File: src/rtl/lsu_bus_unit_pkg.sv
// Shared encodings for the load/store bus unit: RISC-V funct3 width codes,
// the access FSM states and the default ack timeout.
package lsu_bus_unit_pkg;

    localparam logic [2:0] F3_B  = 3'b000;
    localparam logic [2:0] F3_H  = 3'b001;
    localparam logic [2:0] F3_W  = 3'b010;
    localparam logic [2:0] F3_BU = 3'b100;
    localparam logic [2:0] F3_HU = 3'b101;

    localparam int MAX_WAIT_DEFAULT = 15;

    typedef enum logic [1:0] {
        IDLE = 2'd0,
        REQ  = 2'd1,
        DONE = 2'd2
    } lsu_state_e;

endpackage

File: src/rtl/lsu_bus_unit_lane_fmt.sv
// Combinational lane handling: store replication and byte enables, load lane
// extract with sign/zero extension, and the width/alignment fault check.
module lsu_lane_fmt
    import lsu_bus_unit_pkg::*;
(
    input  logic [2:0]  funct3_i,
    input  logic [1:0]  addr_lo_i,
    input  logic        is_load_i,
    input  logic [31:0] store_data_i,
    input  logic [31:0] rdata_i,
    output logic [3:0]  be_o,
    output logic [31:0] wdata_o,
    output logic [31:0] load_data_o,
    output logic        fault_o
);

    logic        legal;
    logic [31:0] shifted;

    always_comb begin
        if (is_load_i) begin
            legal = (funct3_i == F3_B) || (funct3_i == F3_H) || (funct3_i == F3_W) ||
                    (funct3_i == F3_BU) || (funct3_i == F3_HU);
        end else begin
            legal = (funct3_i == F3_B) || (funct3_i == F3_H) || (funct3_i == F3_W);
        end
        fault_o = ~legal
                | ((funct3_i[1:0] == 2'b01) & addr_lo_i[0])
                | ((funct3_i[1:0] == 2'b10) & (addr_lo_i != 2'b00));
    end

    // Lane choice depends only on the access size, so loads and stores share it.
    always_comb begin
        unique case (funct3_i[1:0])
            2'b00: begin
                be_o    = 4'b0001 << addr_lo_i;
                wdata_o = {4{store_data_i[7:0]}};
            end
            2'b01: begin
                be_o    = 4'b0011 << {addr_lo_i[1], 1'b0};
                wdata_o = {2{store_data_i[15:0]}};
            end
            default: begin
                be_o    = 4'b1111;
                wdata_o = store_data_i;
            end
        endcase
    end

    always_comb begin
        shifted = rdata_i >> {addr_lo_i, 3'b000};
        unique case (funct3_i)
            F3_B:    load_data_o = {{24{shifted[7]}}, shifted[7:0]};
            F3_BU:   load_data_o = {24'd0, shifted[7:0]};
            F3_H:    load_data_o = {{16{shifted[15]}}, shifted[15:0]};
            F3_HU:   load_data_o = {16'd0, shifted[15:0]};
            F3_W:    load_data_o = rdata_i;
            default: load_data_o = 32'd0;
        endcase
    end

endmodule

File: src/rtl/lsu_bus_unit.sv
// Multi-cycle load/store unit: issues one req/ack bus access per MEM
// instruction, stalls the pipeline until it completes, and formats load data.
module lsu_bus_unit
    import lsu_bus_unit_pkg::*;
#(
    parameter int MAX_WAIT = MAX_WAIT_DEFAULT
) (
    input  logic        clk,
    input  logic        rst_n,
    input  logic        MemRead_i,
    input  logic        MemWrite_i,
    input  logic [2:0]  funct3_i,
    input  logic [31:0] addr_i,
    input  logic [31:0] store_data_i,
    input  logic        flush_i,
    output logic [31:0] load_data_o,
    output logic        stall_o,
    output logic        misaligned_o,
    output logic        bus_err_o,
    output logic        mem_req_o,
    output logic        mem_we_o,
    output logic [31:0] mem_addr_o,
    output logic [3:0]  mem_be_o,
    output logic [31:0] mem_wdata_o,
    input  logic [31:0] mem_rdata_i,
    input  logic        mem_ack_i
);

    localparam logic [7:0] CNT_LAST = 8'(MAX_WAIT - 1);

    lsu_state_e  state_q, state_d;
    logic [7:0]  cnt_q, cnt_d;
    logic        req_q, req_d;
    logic        we_q, we_d;
    logic [31:0] addr_q, addr_d;
    logic [3:0]  be_q, be_d;
    logic [31:0] wdata_q, wdata_d;
    logic [2:0]  f3_q, f3_d;
    logic [1:0]  lo_q, lo_d;
    logic        ld_q, ld_d;
    logic [31:0] ldata_q, ldata_d;
    logic        err_q, err_d;

    logic        access;
    logic [2:0]  fmt_f3;
    logic [1:0]  fmt_lo;
    logic        fmt_ld;
    logic [3:0]  fmt_be;
    logic [31:0] fmt_wdata;
    logic [31:0] fmt_ldata;
    logic        fmt_fault;

    assign access = (MemRead_i | MemWrite_i) & ~flush_i;

    // One formatter serves both phases: live inputs at issue, latched op while waiting for ack.
    assign fmt_f3 = (state_q == REQ) ? f3_q : funct3_i;
    assign fmt_lo = (state_q == REQ) ? lo_q : addr_i[1:0];
    assign fmt_ld = (state_q == REQ) ? ld_q : MemRead_i;

    lsu_lane_fmt u_lane_fmt (
        .funct3_i     (fmt_f3),
        .addr_lo_i    (fmt_lo),
        .is_load_i    (fmt_ld),
        .store_data_i (store_data_i),
        .rdata_i      (mem_rdata_i),
        .be_o         (fmt_be),
        .wdata_o      (fmt_wdata),
        .load_data_o  (fmt_ldata),
        .fault_o      (fmt_fault)
    );

    always_comb begin
        state_d      = state_q;
        cnt_d        = cnt_q;
        req_d        = req_q;
        we_d         = we_q;
        addr_d       = addr_q;
        be_d         = be_q;
        wdata_d      = wdata_q;
        f3_d         = f3_q;
        lo_d         = lo_q;
        ld_d         = ld_q;
        ldata_d      = ldata_q;
        err_d        = 1'b0;
        stall_o      = 1'b0;
        misaligned_o = 1'b0;

        unique case (state_q)
            IDLE: begin
                if (access) begin
                    if (fmt_fault) begin
                        misaligned_o = 1'b1;
                        ldata_d      = 32'd0;
                    end else begin
                        stall_o = 1'b1;
                        req_d   = 1'b1;
                        we_d    = MemWrite_i & ~MemRead_i;
                        addr_d  = {addr_i[31:2], 2'b00};
                        be_d    = fmt_be;
                        wdata_d = fmt_wdata;
                        f3_d    = funct3_i;
                        lo_d    = addr_i[1:0];
                        ld_d    = MemRead_i;
                        cnt_d   = 8'd0;
                        state_d = REQ;
                    end
                end
            end
            REQ: begin
                stall_o = 1'b1;
                if (mem_ack_i) begin
                    req_d   = 1'b0;
                    state_d = DONE;
                    if (ld_q) begin
                        ldata_d = fmt_ldata;
                    end
                end else if (cnt_q == CNT_LAST) begin
                    req_d   = 1'b0;
                    ldata_d = 32'd0;
                    err_d   = 1'b1;
                    state_d = DONE;
                end else begin
                    cnt_d = cnt_q + 8'd1;
                end
            end
            DONE: begin
                state_d = IDLE;
            end
            default: begin
                state_d = IDLE;
            end
        endcase
    end

    always_ff @(posedge clk or negedge rst_n) begin
        if (!rst_n) begin
            state_q <= IDLE;
            cnt_q   <= 8'd0;
            req_q   <= 1'b0;
            we_q    <= 1'b0;
            addr_q  <= 32'd0;
            be_q    <= 4'd0;
            wdata_q <= 32'd0;
            f3_q    <= 3'd0;
            lo_q    <= 2'd0;
            ld_q    <= 1'b0;
            ldata_q <= 32'd0;
            err_q   <= 1'b0;
        end else begin
            state_q <= state_d;
            cnt_q   <= cnt_d;
            req_q   <= req_d;
            we_q    <= we_d;
            addr_q  <= addr_d;
            be_q    <= be_d;
            wdata_q <= wdata_d;
            f3_q    <= f3_d;
            lo_q    <= lo_d;
            ld_q    <= ld_d;
            ldata_q <= ldata_d;
            err_q   <= err_d;
        end
    end

    assign load_data_o = ldata_q;
    assign bus_err_o   = err_q;
    assign mem_req_o   = req_q;
    assign mem_we_o    = we_q;
    assign mem_addr_o  = addr_q;
    assign mem_be_o    = be_q;
    assign mem_wdata_o = wdata_q;

endmodule
File: config.mk
export PLATFORM = sky130hd
export DESIGN_NAME = lsu_bus_unit
export DESIGN_NICKNAME = d
export VERILOG_FILES = /design/src/rtl/lsu_bus_unit_pkg.sv /design/src/rtl/lsu_bus_unit_lane_fmt.sv /design/src/rtl/lsu_bus_unit.sv
export SDC_FILE = /design/constraint.sdc
export NUM_CORES = 1
export LEC_CHECK = 0
export CAP_MARGIN = 10
export CORE_MARGIN = 5
export CORE_UTILIZATION = 48
export CTS_CLUSTER_SIZE = 12
export DETAILED_ROUTE_END_ITERATION = 10
export PLACE_DENSITY = 0.95
export SYNTH_ARGS = -nofsm -noshare
export SYNTH_HDL_FRONTEND = slang
export SYNTH_SLANG_ARGS = --single-unit
File: constraint.sdc
create_clock -name clk -period 5.4 [get_ports clk]
set_input_delay 1.08 -clock clk [delete_from_list [all_inputs] [get_ports clk]]
set_output_delay 1.08 -clock clk [all_outputs]
set_load 0.01 [all_outputs]
==> flow_summary.toml <==
[sta]
setup_viol = 0
fin_worst_skew_ns = 0.00737
hold_violations = 0
rsz0062_at_grt = "no"
period_share_pct = 76.1
maxSlewViolCount = 0
hold_slack_ns = 0.481
tightest_slew_ns = 1.26
fin_crit_ns = 4.11
max_freq_mhz = 243
maxSlewHeadroom_pct = 15.7
setup_tns_ns = 0

[clock_tree]
clock_latency_ns = 0.41
htree_levels = 4
cts.path.max_buffers = 2
cts_hold_buf = 0
cts_inserted_buffers = 17
post_cts_resized = 0
cts_root_buf = "clkbuf_16"
postCtsSetupBuffers = 0
path_clk_slew_ns = 0.05
cts_tree = "yes"
clock_sinks = 117

[cells_and_area]
fillerInstances = 750
syn2layout_area_growth_pct = 49.4
layout.nets = 790
layout.cells.non_filler = 838
final_layout_size_suffix_gt1_share_pct = 6.91
antenna_cells = 0

[min_path]
hold_path.startpoint = "mem_wdata_o[31]"
hp-class = "flip-flop to flip-flop"

[logic_synthesis]
synth_edf_count = 0
syn_area_sq_um = 5540
netlist_instances = 482
async_flop_share_pct = 100
yosysSeqAreaShare_pct = 52.9
synth_cell_types = 50
synth_ff_type = "dfrtp_1"
ys_ff_latch = 117
synth.avg_cell_area_sq_um = 11.5
yosysWarnings = 0

[worst_setup_path]
critical_path_class = "primary input to output port"
crit_arrival_ns = 3.03
critPathLaunch = "funct3_i[0]"
startpoint_type = "primary input"
reg2reg_from = "state_q[1]"
worst-path-max-fanout = 7
critPathCaptureType = "output port"
critPathRequiredTime_ns = 4.32

[die]
start_util_pct = 48.7
die-area_sq_um = 13800
core_area_sq_um = 11400
die_width_um = 117
rows = 39
ioPinCount = 210
die_y_um = 117

[detailed_routing]
via_count = 4876
antenna_left = 0
detail_route.iter0.violations = 542
drc = 0
routed_via_density = 5.82
first_pass_iters = 6
wl_per_cell_um = 20.1
wl_um = 16900

[pwr]
p_leak_nw = 3.69
irDropWorstVdd_v = 0.000344
p_per_area_nw_per_um2 = 498

[global_route]
grt_usage_pct = 24.5
grt_overflow = 0
antenna_found_initial = 0
grt_max_degree = 71
grt_pass1_vias = 5163
grt_pass1_wl_um = 27300

[job]
cap_violations = 0

[place]
gp_congestion = 0.890
dp_hpwl_um = 12200
port_buffers = 207
dp.cells = 807

[outcome]
status = "complete, no violations"
==> final timing paths <==
kind,to,slack [ns],depth (start not counted)
worst min register to register,mem_wdata_o[31],0.48,2
worst max-delay path,misaligned_o,1.29,5
max in group asynchronous,mem_wdata_o[21],3.44,2
worst max register to register,mem_addr_o[18],2.13,7
min in group asynchronous,load_data_o[17],0.77,1
worst min-delay path,mem_wdata_o[31],0.48,2
==> flip-flops by register name, summed over array words and instances, names as in the netlist <==
signal,flops
mem_be_o,4
bus_err_o,1
cnt_q,8
mem_req_o,1
mem_we_o,1
ld_q,1
mem_addr_o,30
load_data_o,32
f3_q,3
mem_wdata_o,32
lo_q,2
state_q,2
==> layer usage <==
metal | up-vias | wire, um | global-route usage [%]
met5 | - | 0 | 0
met3 | 39 | 1500 | 7.99
li1 | 2173 | - | -
met4 | 0 | 443 | 10.4
met1 | 2396 | 6400 | 28.6
met2 | 268 | 8530 | 41.1
==> stage by stage <==
stage / total power [mW] / area (sq um) / util, % / setup slack (ns)
after floorplan: 2.13 / 5540 / - / 2.25
after global placement: 2.95 / 7680 / 67.6 / 1.35
after detailed placement: 3.03 / 7680 / 67.6 / 1.32
after CTS: 4.14 / 8270 / 72.7 / 1.32
after global routing: 4.32 / 8270 / 72.7 / 1.21
final: 4.11 / 8270 / 72.7 / 1.29
==> cells in the mapped netlist (7+ instances only) <==
cell type / n / share of area, %
a221o_1: 24 / 4.3
o21ai_1: 25 / 2.3
mux2_1: 54 / 11
a211o_1: 8 / 1.3
a21oi_1: 14 / 1.3
nand3_1: 8 / 0.72
inv_1: 8 / 0.54
a211oi_1: 7 / 0.95
nor2_1: 24 / 1.6
nand2_1: 51 / 3.5
a21o_1: 9 / 1.2
mux2i_1: 26 / 4.7
buf_2: 20 / 1.8
dfrtp_1: 117 / 53
clkbuf_1: 7 / 0.47
a222oi_1: 7 / 1.3
==> cells in the final DEF, fill, tap and decap left out, types with 3 or more instances in the layout <==
| master | netlist | final |
|---|---|---|
| clkdlybuf4s50_1 | 0 | 206 |
| dfrtp_1 | 117 | 117 |
| mux2_1 | 54 | 54 |
| nand2_1 | 51 | 51 |
| o21ai_1 | 25 | 25 |
| nor2_1 | 24 | 24 |
| a221o_1 | 24 | 24 |
| mux2i_1 | 26 | 24 |
| clkbuf_16 | 0 | 17 |
| a21oi_1 | 14 | 14 |
| a21o_1 | 9 | 9 |
| buf_4 | 5 | 9 |
| inv_1 | 8 | 8 |
| nand3_1 | 8 | 8 |
| a211o_1 | 8 | 8 |
| clkbuf_8 | 0 | 8 |
| a211oi_1 | 7 | 7 |
| a222oi_1 | 7 | 7 |
| o21ai_0 | 6 | 6 |
| xor2_1 | 6 | 6 |
| nor3_1 | 5 | 5 |
| nor2b_1 | 4 | 4 |
| nand3b_1 | 4 | 4 |
| nand4_1 | 4 | 4 |
| o211ai_1 | 4 | 4 |
| clkbuf_1 | 7 | 4 |
| a31oi_1 | 3 | 3 |
| a21oi_2 | 3 | 3 |
==> final cells by class <==
type | instances | area [sq um] | share of cell area (%)
well taps | 143 | 179 | 2.16
clock buffers | 29 | 551 | 6.66
inverters | 8 | 30.0 | 0.363
flip-flops and latches | 117 | 2930 | 35.4
repair buffers | 215 | 2130 | 25.8
multi-input cells | 324 | 2420 | 29.2
clock inverters | 2 | 35.0 | 0.424
==> worst max-delay path, cell delays in order <==
cell and delay (ns):
clkdlybuf4s50_1 0.65, a31oi_1 0.13, a221o_1 0.42, a21oi_2 0.18, clkdlybuf4s50_1 0.57
==> power by group <==
group	switching, mW	internal, mW	leakage, nW
clock	0.363	0.728	0.290
sequential	0.225	1.20	1.49
combinational	0.723	0.877	1.91
total	1.31	2.80	3.69
==> cells by family after synthesis <==
kind of cell	count (synthesis)	synth area share, %
AOI/OAI and AO/OA	117	15.7
xor gates and xnor gates	6	0.949
adders and majority gates	2	0.452
buffers and inverters	42	3.91
DFF	117	52.9
muxes	83	16.4
other	1	0.0677
and+or+nand+nor	114	9.65
Note: power is estimated with default switching activity, not from simulation.
